File: src/rtl/riscv_mc_pkg.sv
// riscv_mc_pkg: shared types and encodings for the RV32I multicycle control unit.
// Contents: FSM state enum, opcode constants, ALUOp/ALUControl, ResultSrc, ALUSrcA/B and
// ImmSrc encodings, and the immediate-type decode helper.
package riscv_mc_pkg;

  typedef enum logic [3:0] {
    StFetch,
    StDecode,
    StMemAdr,
    StMemRead,
    StMemWb,
    StMemWrite,
    StExecR,
    StExecI,
    StAluWb,
    StJal,
    StBeq,
    StTrap
  } state_e;

  localparam logic [6:0] OP_LW  = 7'b0000011;
  localparam logic [6:0] OP_SW  = 7'b0100011;
  localparam logic [6:0] OP_R   = 7'b0110011;
  localparam logic [6:0] OP_I   = 7'b0010011;
  localparam logic [6:0] OP_BEQ = 7'b1100011;
  localparam logic [6:0] OP_JAL = 7'b1101111;

  typedef enum logic [1:0] {
    AluOpAdd   = 2'b00,
    AluOpSub   = 2'b01,
    AluOpFunct = 2'b10
  } aluop_e;

  localparam logic [2:0] ALU_ADD = 3'b000;
  localparam logic [2:0] ALU_SUB = 3'b001;
  localparam logic [2:0] ALU_AND = 3'b010;
  localparam logic [2:0] ALU_OR  = 3'b011;
  localparam logic [2:0] ALU_SLT = 3'b101;

  localparam logic [1:0] RES_ALUOUT    = 2'b00;
  localparam logic [1:0] RES_DATA      = 2'b01;
  localparam logic [1:0] RES_ALURESULT = 2'b10;

  localparam logic [1:0] SRCA_PC    = 2'b00;
  localparam logic [1:0] SRCA_OLDPC = 2'b01;
  localparam logic [1:0] SRCA_RS1   = 2'b10;

  localparam logic [1:0] SRCB_RS2  = 2'b00;
  localparam logic [1:0] SRCB_IMM  = 2'b01;
  localparam logic [1:0] SRCB_FOUR = 2'b10;

  localparam logic [1:0] IMM_I = 2'b00;
  localparam logic [1:0] IMM_S = 2'b01;
  localparam logic [1:0] IMM_B = 2'b10;
  localparam logic [1:0] IMM_J = 2'b11;

  // Immediate type depends only on the opcode, never on the FSM state.
  function automatic logic [1:0] imm_src_of(input logic [6:0] op);
    case (op)
      OP_SW:   return IMM_S;
      OP_BEQ:  return IMM_B;
      OP_JAL:  return IMM_J;
      default: return IMM_I;
    endcase
  endfunction

endpackage

File: src/rtl/mc_aludec.sv
// mc_aludec: ALU decoder for the multicycle control unit.
// Ports:
//   alu_op_i      ALUOp from the FSM (add / sub / funct-decoded)
//   funct3_i      Instr[14:12]
//   op5_i         Instr[5], distinguishes R-type from I-type
//   funct7b5_i    Instr[30]
//   alu_control_o ALU operation select
//   bad_funct_o   funct3 is not one of the supported ALU functions
module mc_aludec
  import riscv_mc_pkg::*;
(
  input  aluop_e     alu_op_i,
  input  logic [2:0] funct3_i,
  input  logic       op5_i,
  input  logic       funct7b5_i,
  output logic [2:0] alu_control_o,
  output logic       bad_funct_o
);

  always_comb begin
    alu_control_o = ALU_ADD;
    unique case (alu_op_i)
      AluOpAdd: alu_control_o = ALU_ADD;
      AluOpSub: alu_control_o = ALU_SUB;
      AluOpFunct: begin
        case (funct3_i)
          // Only R-type uses funct7b5 to select sub; for I-type it is an immediate bit.
          3'b000:  alu_control_o = (op5_i && funct7b5_i) ? ALU_SUB : ALU_ADD;
          3'b010:  alu_control_o = ALU_SLT;
          3'b110:  alu_control_o = ALU_OR;
          3'b111:  alu_control_o = ALU_AND;
          default: alu_control_o = ALU_ADD;
        endcase
      end
      default: alu_control_o = ALU_ADD;
    endcase
  end

  // Evaluated independently of alu_op_i so DECODE can trap before EXECUTE.
  assign bad_funct_o = !(funct3_i inside {3'b000, 3'b010, 3'b110, 3'b111});

endmodule

File: src/rtl/riscv_multicycle_ctrl.sv
// riscv_multicycle_ctrl: Moore control FSM for the RV32I shared-memory multicycle datapath.
// Supports lw, sw, R-type ALU, I-type ALU, beq and jal; stalls on mem_ready in FETCH,
// MEMREAD and MEMWRITE; unsupported encodings enter TRAP and raise the sticky illegal flag.
// Ports:
//   clk, reset (async, active-low)   op, funct3, funct7b5, Zero, mem_ready   (inputs)
//   PCWrite, AdrSrc, MemWrite, IRWrite, ResultSrc, ALUSrcA, ALUSrcB, ImmSrc,
//   ALUControl, RegWrite, illegal                                         (outputs)
// Optional feature: define RISCV_MC_PERF_EN to add the 32-bit retired-instruction counter
// output instret.
module riscv_multicycle_ctrl
  import riscv_mc_pkg::*;
(
  input  logic        clk,
  input  logic        reset,
  input  logic [6:0]  op,
  input  logic [2:0]  funct3,
  input  logic        funct7b5,
  input  logic        Zero,
  input  logic        mem_ready,
  output logic        PCWrite,
  output logic        AdrSrc,
  output logic        MemWrite,
  output logic        IRWrite,
  output logic [1:0]  ResultSrc,
  output logic [1:0]  ALUSrcA,
  output logic [1:0]  ALUSrcB,
  output logic [1:0]  ImmSrc,
  output logic [2:0]  ALUControl,
  output logic        RegWrite,
  output logic        illegal
`ifdef RISCV_MC_PERF_EN
  ,
  output logic [31:0] instret
`endif
);

  state_e state_q, state_d;
  logic   illegal_q;

  aluop_e     alu_op;
  logic       bad_funct;
  logic       pc_write, ir_write, mem_write, reg_write, adr_src;
  logic [1:0] result_src, alu_src_a, alu_src_b;

  mc_aludec u_aludec (
    .alu_op_i      (alu_op),
    .funct3_i      (funct3),
    .op5_i         (op[5]),
    .funct7b5_i    (funct7b5),
    .alu_control_o (ALUControl),
    .bad_funct_o   (bad_funct)
  );

  // Next-state logic
  always_comb begin
    state_d = state_q;
    unique case (state_q)
      StFetch:  if (mem_ready) state_d = StDecode;
      StDecode: begin
        if (op == OP_LW || op == OP_SW)  state_d = StMemAdr;
        else if (op == OP_R)             state_d = bad_funct ? StTrap : StExecR;
        else if (op == OP_I)             state_d = bad_funct ? StTrap : StExecI;
        else if (op == OP_BEQ)           state_d = (funct3 == 3'b000) ? StBeq : StTrap;
        else if (op == OP_JAL)           state_d = StJal;
        else                             state_d = StTrap;
      end
      StMemAdr:   state_d = (op == OP_LW) ? StMemRead : StMemWrite;
      StMemRead:  if (mem_ready) state_d = StMemWb;
      StMemWb:    state_d = StFetch;
      StMemWrite: if (mem_ready) state_d = StFetch;
      StExecR:    state_d = StAluWb;
      StExecI:    state_d = StAluWb;
      StAluWb:    state_d = StFetch;
      StJal:      state_d = StAluWb;
      StBeq:      state_d = StFetch;
      StTrap:     state_d = StTrap;
      default:    state_d = StTrap;
    endcase
  end

  // Moore outputs, with mem_ready gating in FETCH and Zero gating in BEQ
  always_comb begin
    pc_write   = 1'b0;
    ir_write   = 1'b0;
    mem_write  = 1'b0;
    reg_write  = 1'b0;
    adr_src    = 1'b0;
    result_src = RES_ALUOUT;
    alu_src_a  = SRCA_PC;
    alu_src_b  = SRCB_RS2;
    alu_op     = AluOpAdd;
    unique case (state_q)
      StFetch: begin
        alu_src_b  = SRCB_FOUR;
        result_src = RES_ALURESULT;
        ir_write   = mem_ready;
        pc_write   = mem_ready;
      end
      StDecode: begin
        // Branch target PC+imm is precomputed into ALUOut here.
        alu_src_a = SRCA_OLDPC;
        alu_src_b = SRCB_IMM;
      end
      StMemAdr: begin
        alu_src_a = SRCA_RS1;
        alu_src_b = SRCB_IMM;
      end
      StMemRead: adr_src = 1'b1;
      StMemWb: begin
        result_src = RES_DATA;
        reg_write  = 1'b1;
      end
      StMemWrite: begin
        adr_src   = 1'b1;
        mem_write = 1'b1;
      end
      StExecR: begin
        alu_src_a = SRCA_RS1;
        alu_src_b = SRCB_RS2;
        alu_op    = AluOpFunct;
      end
      StExecI: begin
        alu_src_a = SRCA_RS1;
        alu_src_b = SRCB_IMM;
        alu_op    = AluOpFunct;
      end
      StAluWb: reg_write = 1'b1;
      StJal: begin
        alu_src_a = SRCA_OLDPC;
        alu_src_b = SRCB_FOUR;
        pc_write  = 1'b1;
      end
      StBeq: begin
        alu_src_a = SRCA_RS1;
        alu_src_b = SRCB_RS2;
        alu_op    = AluOpSub;
        pc_write  = Zero;
      end
      default: ;
    endcase
  end

  // Strobes are masked by the async reset so nothing fires while it is held low.
  assign PCWrite   = pc_write  & reset;
  assign IRWrite   = ir_write  & reset;
  assign MemWrite  = mem_write & reset;
  assign RegWrite  = reg_write & reset;
  assign AdrSrc    = adr_src;
  assign ResultSrc = result_src;
  assign ALUSrcA   = alu_src_a;
  assign ALUSrcB   = alu_src_b;
  assign ImmSrc    = imm_src_of(op);
  assign illegal   = illegal_q;

  always_ff @(posedge clk or negedge reset) begin
    if (!reset) begin
      state_q   <= StFetch;
      illegal_q <= 1'b0;
    end else begin
      state_q   <= state_d;
      illegal_q <= illegal_q | (state_d == StTrap);
    end
  end

`ifdef RISCV_MC_PERF_EN
  logic [31:0] instret_q;
  logic        retire;

  // Every completing state returns to FETCH; TRAP never does, so it is never counted.
  assign retire = (state_d == StFetch) &&
                  (state_q inside {StMemWb, StMemWrite, StAluWb, StBeq});

  always_ff @(posedge clk or negedge reset) begin
    if (!reset) begin
      instret_q <= 32'd0;
    end else if (retire) begin
      instret_q <= instret_q + 32'd1;
    end
  end

  assign instret = instret_q;
`endif

endmodule
File: config.mk
export PLATFORM = sky130hd
export DESIGN_NAME = riscv_multicycle_ctrl
export DESIGN_NICKNAME = d
export VERILOG_FILES = /design/src/rtl/riscv_mc_pkg.sv /design/src/rtl/mc_aludec.sv /design/src/rtl/riscv_multicycle_ctrl.sv
export SDC_FILE = /design/constraint.sdc
export NUM_CORES = 1
export LEC_CHECK = 0
export BUFFER_PORTS_ARGS = -buffer_cell sky130_fd_sc_hd__buf_4
export CORE_MARGIN = 8
export CORE_UTILIZATION = 30
export DETAILED_ROUTE_END_ITERATION = 8
export GPL_ROUTABILITY_DRIVEN = 1
export RECOVER_POWER = 25
export SLEW_MARGIN = 20
export SYNTH_ARGS = -nofsm -noshare
export SYNTH_HDL_FRONTEND = slang
export SYNTH_SLANG_ARGS = --single-unit
File: constraint.sdc
create_clock -name clk -period 2.1 [get_ports clk]
set_clock_uncertainty 0.2 [all_clocks]
set_input_delay 0.105 -clock clk [delete_from_list [all_inputs] [get_ports clk]]
set_output_delay 0.105 -clock clk [all_outputs]
set_load 0.05 [all_outputs]
# After elaboration in Yosys (flattened, before gate mapping)

Index checks and enable logic that the tools add are counted.
W data, S select, Z words.

Bits in registers: 5

Eq/ne operators: 22
Bitwise operators: 5
Mux-type cells: 26
Reduce and logical (&&, ||, !) cells: 14

Operators by type and width:

| cell                 | count |
|---|---|
| $mux W4              | 8 |
| $pmux W4 S7          | 1 |
| $eq A4 B3 Y1 const B | 4 |
| $eq A4 B4 Y1 const B | 4 |
| $pmux W2 S2          | 4 |
| $eq A7 B6 Y1 const B | 2 |
| $eq A7 B7 Y1 const B | 2 |
| $pmux W3 S4          | 1 |
| $reduce_or A2 Y1     | 5 |
| $reduce_or A3 Y1     | 3 |
| $eq A4 B2 Y1 const B | 2 |
| $eq A7 B2 Y1 const B | 1 |
| $eq A7 B5 Y1 const B | 1 |
| $eq A3 B3 Y1 const B | 2 |
| $mux W1              | 6 |
| $pmux W2 S3          | 1 |
| $pmux W3 S2          | 1 |
| $and A1 B1 Y1        | 4 |
| $eq A4 B1 Y1 const B | 1 |
| $logic_not A4 Y1     | 1 |
| $mux W2              | 2 |
| $reduce_bool A4 Y1   | 1 |
| $reduce_or A4 Y1     | 1 |
| $eq A3 B2 Y1 const B | 1 |
| 8 further kinds      | 8 |

# Logic depth before layout (Yosys ltp)

Gate-level depths: netlist (run 1).

Depth after elaboration: 9
Depth in mapped cells: 7
Gate-level depth less buffers: 6

# Modules after synthesis

A second synthesis (run 1) with hierarchy kept.

Cells, all modules: 95
Area, all modules: 708.2 µm²

By module, submodules not included:

| module                | cells an instance | times used | area each (µm²) |
|---|---|---|---|
| riscv_multicycle_ctrl | 81                | 1          | 614.3 |
| mc_aludec             | 14                | 1          | 93.8 |

# Least setup slack after synthesis (run 1)

No wires, ideal clock.

Kind: reg-to-output
Start point: register state_q[2]
End point: output ALUControl[2]
Stages on the path, launching flop included: 6
Path slack: -1.020 ns
Arrival time: 2.815 ns
Cells stage by stage: dfrtp_1 -> clkbuf_1 -> nor2b_1 -> and2_1 -> ha_1 -> nor4_1

Cells in the longest elaborated chain, start to end: 5
Elaborated cells between the ends (all ways): 8
Those cells by class: eq/ne: 5; mux: 2; reduce/logical: 1

RTL lines:

| element                                      | line                         | RTL |
|---|---|---|
| start: declaration                           | riscv_multicycle_ctrl.sv:37  | `state_e state_q, state_d;` |
| start signal: assignment                     | riscv_multicycle_ctrl.sv:157 | `state_q <= StFetch;` |
| start signal: assignment                     | riscv_multicycle_ctrl.sv:160 | `state_q <= state_d;` |
| $eq A4 B3 Y1                                 | riscv_multicycle_ctrl.sv:92  | `unique case (state_q)` |
| $reduce_or A2 Y1 (no line)                   | -                            |  |
| $pmux W2 S2 *                                | riscv_multicycle_ctrl.sv:92  |  |
| $eq A2 B2 Y1 or $eq A2 B1 Y1 (tied branches) | mc_aludec.sv:22              | `unique case (alu_op_i)` |
| $pmux W3 S2 *                                | mc_aludec.sv:22              |  |
| end: declaration                             | riscv_multicycle_ctrl.sv:28  | `output logic [2:0] ALUControl,` |

Every way passes the cells marked *; elsewhere a longest branch is shown, timed or not.

# Final worst setup path (run 1)

Start point: register state_q[1]
End point: output ALUControl[2]

Same word-level chain as after synthesis.

==> impl_metrics.csv, run 1 <==
group,metric,value,unit
sta,fin_crit_sh,0.933,
placement,placer_congestion_estimate,0.810,
critical_path,worst_path_largest_cell_delay,410,ps
critical_path,start_kind,"flip-flop",
drt,detailroute.via_count,803,
yosys,synthesis.area_per_instance,7.14,sq um
status,status,"finished, final reports clean",
cts,cts_tree,"done",
critical_path,worst_path_max_delay_cell,"sky130_fd_sc_hd__dfrtp_1",
final_layout,fin_util,0.520,
critical_path,crit_arrival,1650,ps
power,ir_drop,0.00102,V
cts,cts_buffers,3,
yosys,postSynthCellCount,88,
cts,clkSinkCount,5,
yosys,yosysSeqAreaShare,0.199,
grt,via_count_of_the_first_global_routing_pass,764,
sta,achievable-frequency,510,MHz
power,cellPowerDensity,1520,nW/um^2
grt,met2_usage,0.183,
floorplan,fp.dieW,61.8,um
placement,dp_hpwl,1.62,mm
grt,grt-ovfl-total,0,
grt,antenna_found_initial,0,
yosys,synthFlopType,"sky130_fd_sc_hd__dfrtp_1",
yosys,synthArstFlopShare,1.00,
cts,worst_setup_hold_path_clk_slew,50,ps
floorplan,fp.dieH,61.8,um
cts,htreeDepth,1,
worst_hold_path,min_path_type,"input port to flip-flop",
floorplan,area_of_the_die,3810,sq um
yosys,number_of_flops_mapped_to_enable_cells_by_yosys,0,
grt,grt-busiest-layer,"met2",
sta,worst-slew-pin-transition,602,ps
grt,met3_demand_to_capacity_share_in_global_routing,0.0432,
final_layout,post_route_cells_drive_above_1_share,0.370,
drt,finalWirelength,2.10,mm
sta,slew_headroom,0.600,
cts,clock_latency,250,ps
drt,firstDrtPassIters,4,
yosys,syn_area,628,sq um
floorplan,initial_utilization,0.320,
power,p_leak,0.475,nW
drt,ant_nets,0,
cts,cts_setup_buffers,0,
drt,routedWlPerCell,13.6,um
floorplan,rows,16,
floorplan,placeableCoreArea,1960,sq um
yosys,synth.ff_latch_count,5,
grt,track_usage,0.116,
final_layout,fillcell_total,214,
floorplan,floorplan.io_pins,32,
sta,finalHoldViolCount,0,
grt,grt_start_max_net_pins,15,
critical_path,critical_path.cell_chain,"nor2b_4, nand2_1, ha_4, nor4_4, buf_6",
final_layout,num-nets-final,145,
critical_path,cp_data_required_time,1790,ps
final_layout,antenna_cells_inserted,0,
cts,root_buffer,"sky130_fd_sc_hd__clkbuf_4",
job,drv_cap,0,
sta,post-route-min-period,1960,ps
sta,finalSetupViolCount,0,
yosys,ys_warn_count,0,
critical_path,setup.worst_path.class,"flip-flop to output port",
yosys,synth_cell_type_count,36,
critical_path,timing.critical_path.fanout_max,6,
grt,grt_pass1_wl,3.40,mm
drt,drtIter0Drc,20,
grt,grtUsageMet1,0.144,
critical_path,end_kind,"output port",
cts,cts.path.max_buffers,2,
final_layout,area_growth_syn_to_layout,62.4,%
drt,drt_drc_violations_left,0,
sta,rsz0062_at_grt,"no",
drt,post_drt_via_cell_ratio,5.21,
yosys,synth_nets,105,
placement,port-buffer-count,31,
sta,finalMaxSlewViolations,0,
placement,placedInstanceArea,942,sq um
final_layout,design_area,1020,sq um
==> flip-flops by register name (all words and copies together) (netlist names) <==
name and flops:
state_q 4, illegal 1
==> synth_stat cells (all sizes together), types with 3 or more instances <==
library cell,count,share of area
clkbuf,3,0.018
nor2b,6,0.060
nand2,9,0.054
nor4,4,0.040
o22ai,3,0.030
nor3,5,0.040
nand2b,4,0.040
inv,5,0.030
nor2,8,0.048
a21oi,4,0.032
dfrtp,5,0.20
==> report_power, final <==
part	leakage [nW]	internal [mW]	switching [mW]
Clock	0.0150	0.0723	0.0460
Sequential	0.0587	0.138	0.0402
Combinational	0.401	0.460	0.799
==> final cells by class <==
type | count | area, sq um | share of cell area
Timing Repair Buffer | 39 | 297 | 0.291
Sequential cell | 5 | 125 | 0.123
Inverter | 5 | 18.8 | 0.0184
Tap cell | 27 | 33.8 | 0.0331
Multi-Input combinational cell | 74 | 519 | 0.509
Clock buffer | 4 | 26.3 | 0.0258
==> through the flow <==
stage	std cells	worst slack, ps	power, mW	setup TNS (ps)	hold WS [ps]
global route	154	33.0	1.67	0	70.0
floorplan	88	-199	1.05	-455	-391
detailed placement	147	239	1.40	0	-274
CTS	154	16.0	1.53	0	56.3
finish	154	140	1.55	0	56.3
global placement	147	294	1.40	0	-275
==> per-layer routing <==
metal / vias up / routed length (um)
met5: - / 0
met4: 0 / 15
met3: 4 / 168
met2: 28 / 1040
met1: 372 / 872
li1: 399 / -
==> worst paths after layout <==
check,from,end,slack [ps],cells after the start
worst min-delay path,mem_ready,state_q[2]$_DFF_PN0_,60,3
max in group asynchronous,reset,state_q[2]$_DFF_PN0_,820,3
worst min register to register,illegal$_DFF_PN0_,illegal$_DFF_PN0_,290,1
worst max-delay path,state_q[1]$_DFF_PN0_,ALUControl[2],140,5
min in group asynchronous,reset,state_q[3]$_DFF_PN0_,700,3
worst max register to register,state_q[0]$_DFF_PN0_,illegal$_DFF_PN0_,230,5
==> placed cells by master, fill, tap and decap left out, types with 2 or more instances in the layout <==
cell	synthesis	final
sky130_fd_sc_hd__nor4_1	4	2
sky130_fd_sc_hd__nor2_1	8	6
sky130_fd_sc_hd__o21ai_0	2	2
sky130_fd_sc_hd__o211a_1	2	2
sky130_fd_sc_hd__a21oi_1	4	4
sky130_fd_sc_hd__and3_1	2	2
sky130_fd_sc_hd__nand2b_1	4	4
sky130_fd_sc_hd__dlygate4sd3_1	0	3
sky130_fd_sc_hd__dfrtp_1	5	5
sky130_fd_sc_hd__nor2b_1	6	3
sky130_fd_sc_hd__nor3_1	5	5
sky130_fd_sc_hd__nand2_1	9	9
sky130_fd_sc_hd__xor2_1	2	2
sky130_fd_sc_hd__o22ai_1	3	3
sky130_fd_sc_hd__buf_4	0	33
sky130_fd_sc_hd__inv_1	5	5
sky130_fd_sc_hd__xnor2_1	2	2
sky130_fd_sc_hd__clkbuf_1	3	3
sky130_fd_sc_hd__nor2_2	0	2
sky130_fd_sc_hd__clkbuf_4	0	3
sky130_fd_sc_hd__nor2b_2	0	2
sky130_fd_sc_hd__o21bai_1	2	2
==> kinds of logic after synthesis <==
family          Yosys count  synth area share
compound gates           25             0.295
flops                     5             0.199
fa+ha+maj                 2            0.0398
xor+xnor                  4            0.0558
simple gates             43             0.355
buf+inv                   9            0.0558
==> critical path, delay by kind of cell (launching register included) <==
kind,cells,cell delay [ps]
flip-flops,1,410
adder cells (fa/ha/maj),1,270
buffers and inverters,1,190
AND/OR/NAND/NOR,3,520
==> repair_timing <==
item                                    CTS  global route
endpoints found under the setup margin    1             1
gates cloned                              0             0
hold buffers                              3             0
resized for setup                         1             5
hold endpoints to repair                  5             0
Power figures use the tool's default switching activity.
==> inputs of run 2 (changes only) <==
--- a/config.mk
+++ b/config.mk
@@ -10,8 +10,10 @@
 export CORE_UTILIZATION = 30
 export DETAILED_ROUTE_END_ITERATION = 8
 export GPL_ROUTABILITY_DRIVEN = 1
+export PLACE_DENSITY = 0.63
 export RECOVER_POWER = 25
 export SLEW_MARGIN = 20
 export SYNTH_ARGS = -nofsm -noshare
 export SYNTH_HDL_FRONTEND = slang
+export SYNTH_HIERARCHICAL = 1
 export SYNTH_SLANG_ARGS = --single-unit
==> impl_metrics.csv, run 2 <==
group,metric,value,unit
yosys,synthArstFlopShare,1.00,
yosys,syn_area,708,sq um
power,cellPowerDensity,1500,nW/um^2
cts,clock_latency,240,ps
critical_path,worst_path_largest_cell_delay,440,ps
yosys,post-synth-top-area-cell,"sky130_fd_sc_hd__dfrtp_1",
floorplan,area_of_the_die,4170,sq um
floorplan,initial_utilization,0.317,
worst_hold_path,min_path_type,"input port to flip-flop",
drt,drt_drc_violations_left,0,
placement,placedInstanceArea,1060,sq um
yosys,synthesis.area_per_instance,7.45,sq um
floorplan,fp.dieW,64.6,um
floorplan,placeableCoreArea,2230,sq um
power,ir_drop,0.00108,V
yosys,synth_cell_type_count,43,
yosys,postSynthCellCount,95,
final_layout,layout_common_cells,"37 x sky130_fd_sc_hd__buf_4, 9 x sky130_fd_sc_hd__nor2_1, 7 x sky130_fd_sc_hd__nand2_1",
drt,detailroute.via_count,863,
final_layout,mostFrequentLayoutCell,"sky130_fd_sc_hd__buf_4",
final_layout,num-nets-final,152,
yosys,yosysSeqAreaShare,0.177,
drt,finalWirelength,2.33,mm
final_layout,largest_register_ffs,4,
yosys,synthFlopType,"sky130_fd_sc_hd__dfrtp_1",
drt,ant_nets,0,
critical_path,worst_path_max_delay_cell,"sky130_fd_sc_hd__dfrtp_2",
worst_hold_path,min_to,"state_q[3]$_DFF_PN0_",
grt,grt-ovfl-total,0,
sta,finalHoldViolCount,0,
sta,slew_headroom,0.608,
final_layout,antenna_cells_inserted,0,
critical_path,setup.worst_path.class,"flip-flop to output port",
final_layout,area_growth_syn_to_layout,59.0,%
yosys,post_synth_main_area_contributors,"sky130_fd_sc_hd__dfrtp_1 18%, sky130_fd_sc_hd__nor2_1 5.8%, sky130_fd_sc_hd__a21oi_1 4.2%",
placement,placer_congestion_estimate,0.766,
critical_path,critical_path.cell_chain,"and4_1, inv_1, ha_4, nand2b_1, a221oi_4, buf_6",
cts,worst_setup_hold_path_clk_slew,40,ps
yosys,synth.top_cells.by_count,"11 x sky130_fd_sc_hd__nor2_1, 7 x sky130_fd_sc_hd__nand2_1, 6 x sky130_fd_sc_hd__a21oi_1, 6 x sky130_fd_sc_hd__inv_1",
sta,finalHoldWorstSlack,49.7,ps
critical_path,end_kind,"output port",
critical_path,regToRegEndpoint,"illegal$_DFF_PN0_",
critical_path,reg2reg_slack,180,ps
grt,track_usage,0.111,
yosys,synth_most_common_cell,"sky130_fd_sc_hd__nor2_1",
worst_hold_path,worstHoldStart,"op[4]",
final_layout,design_area,1130,sq um
critical_path,crit_arrival,1690,ps
floorplan,fp.dieH,64.6,um
cts,clkSinkCount,5,
critical_path,regToRegStartpoint,"state_q[2]$_DFF_PN0_",
critical_path,ff2ff_path_depth,4,
critical_path,cp_data_required_time,1790,ps
grt,grt_start_max_net_pins,15,
power,p_leak,0.501,nW
final_layout,multiInputGateArea,609,sq um
drt,drtIter0Drc,30,
drt,firstDrtPassIters,4,
final_layout,post_route_cells_drive_above_1_share,0.403,
critical_path,timing.critical_path.max_delay_family,"flip-flops",
yosys,ys_warn_count,6,
floorplan,floorplan.io_pins,32,
cts,root_buffer,"sky130_fd_sc_hd__clkbuf_4",
grt,grt_pass1_wl,3.92,mm
yosys,number_of_flops_mapped_to_enable_cells_by_yosys,0,
sta,fin_crit_sh,0.952,
critical_path,crit_buf_inv,2,
placement,dp_hpwl,1.88,mm
cts,htreeDepth,1,
cts,cts_buffers,3,
final_layout,largest_register,"state_q",
power,power,1.69,mW
drt,routedWlPerCell,14.4,um
sta,post-route-min-period,2000,ps
critical_path,timing.critical_path.fanout_max,7,
yosys,synth.ff_latch_count,5,
cts,cts_tree,"done",
grt,via_count_of_the_first_global_routing_pass,882,
cts,cts.path.max_buffers,2,
sta,finalMaxSlewViolations,0,
drt,post_drt_via_cell_ratio,5.33,
placement,port-buffer-count,31,
job,drv_cap,0,
yosys,synth_nets,112,
yosys,yosysTopAreaCellShare,0.177,
grt,antenna_found_initial,0,
sta,achievable-frequency,500,MHz
worst_hold_path,min_delay_path_depth,4,
sta,worst-slew-pin-transition,591,ps
sta,finalSetupViolCount,0,
final_layout,fillcell_total,234,
status,status,"finished, final reports clean",
critical_path,start_kind,"flip-flop",
floorplan,rows,17,
final_layout,final-seq-area,126,sq um
==> run 2: cell types whose count changed in the layout (fill, tap and decap cells not counted), sizes merged, moves of 3 or more <==
cell    delta
nand3b     +3
buf        +4
nor2b      -5
nor2       +3
==> run 2: per-stage QoR <==
stage / setup slack (ps) / instances / utilization / setup TNS [ps]
after floorplan: -447 / 95 / - / -977
after global routing: -12.3 / 162 / 0.504 / -12.3
after global placement: 268 / 154 / 0.473 / 0
final: 101 / 162 / 0.504 / 0
after CTS: 2.68 / 159 / 0.492 / 0
after detailed placement: 237 / 154 / 0.473 / 0
==> run 2: final cells by class <==
class / instances / share of cell area
clock buffer: 4 / 0.0233
inverter: 6 / 0.0200
multi-input combinational: 78 / 0.541
sequential: 5 / 0.112
tap: 28 / 0.0311
timing repair buffer: 41 / 0.272
==> run 2: power breakdown <==
group	total (mW)	internal, mW	switching [mW]
combinational	1.38	0.521	0.862
clock	0.110	0.0718	0.0384
sequential	0.194	0.143	0.0502
total	1.69	0.736	0.951
==> run 2: timing repair <==
| item | 4_1_cts | 5_1_grt |
|---|---|---|
| hold endpoints to repair | 5 | 0 |
| setup endpoints to repair | 1 | 2 |
| setup buffers | 0 | 3 |
| gates resized for setup | 2 | 1 |
| hold buffers | 1 | 0 |
==> run 2: kinds of logic after synthesis <==
family,after synthesis,share of synthesized area
simple gates,47,0.394
compound gates,23,0.242
buf+inv,12,0.0760
xor+xnor,5,0.0618
flops,5,0.177
fa+ha+maj,2,0.0353
mux,1,0.0141
==> run 2: worst register-to-register path: stages, from the launching register on <==
cell and delay, ps:
sky130_fd_sc_hd__dfrtp_1 400, sky130_fd_sc_hd__buf_4 140, sky130_fd_sc_hd__or4b_4 510, sky130_fd_sc_hd__a311o_1 310, sky130_fd_sc_hd__a311oi_1 260
==> run 2: per-layer routing <==
metal,part of all wire,GRT usage
met1,0.46,0.136
met2,0.49,0.189
met3,0.044,0.0258
met4,0.0051,0.0327
met5,0,0
==> run 2: how the worst max path moves through the flow <==
stage                               from            end  slack, ps  cells after the start
finish              state_q[3]$_DFF_PN0_  ALUControl[0]        100                      6
global route        state_q[2]$_DFF_PN0_  ALUControl[0]        -10                      7
CTS                 state_q[2]$_DFF_PN0_  ALUControl[0]          3                      6
detailed placement  state_q[3]$_DFF_PN0_  ALUControl[0]        240                      5
global placement    state_q[3]$_DFF_PN0_  ALUControl[0]        270                      5
floorplan           state_q[0]$_DFF_PN0_        IRWrite       -450                      3
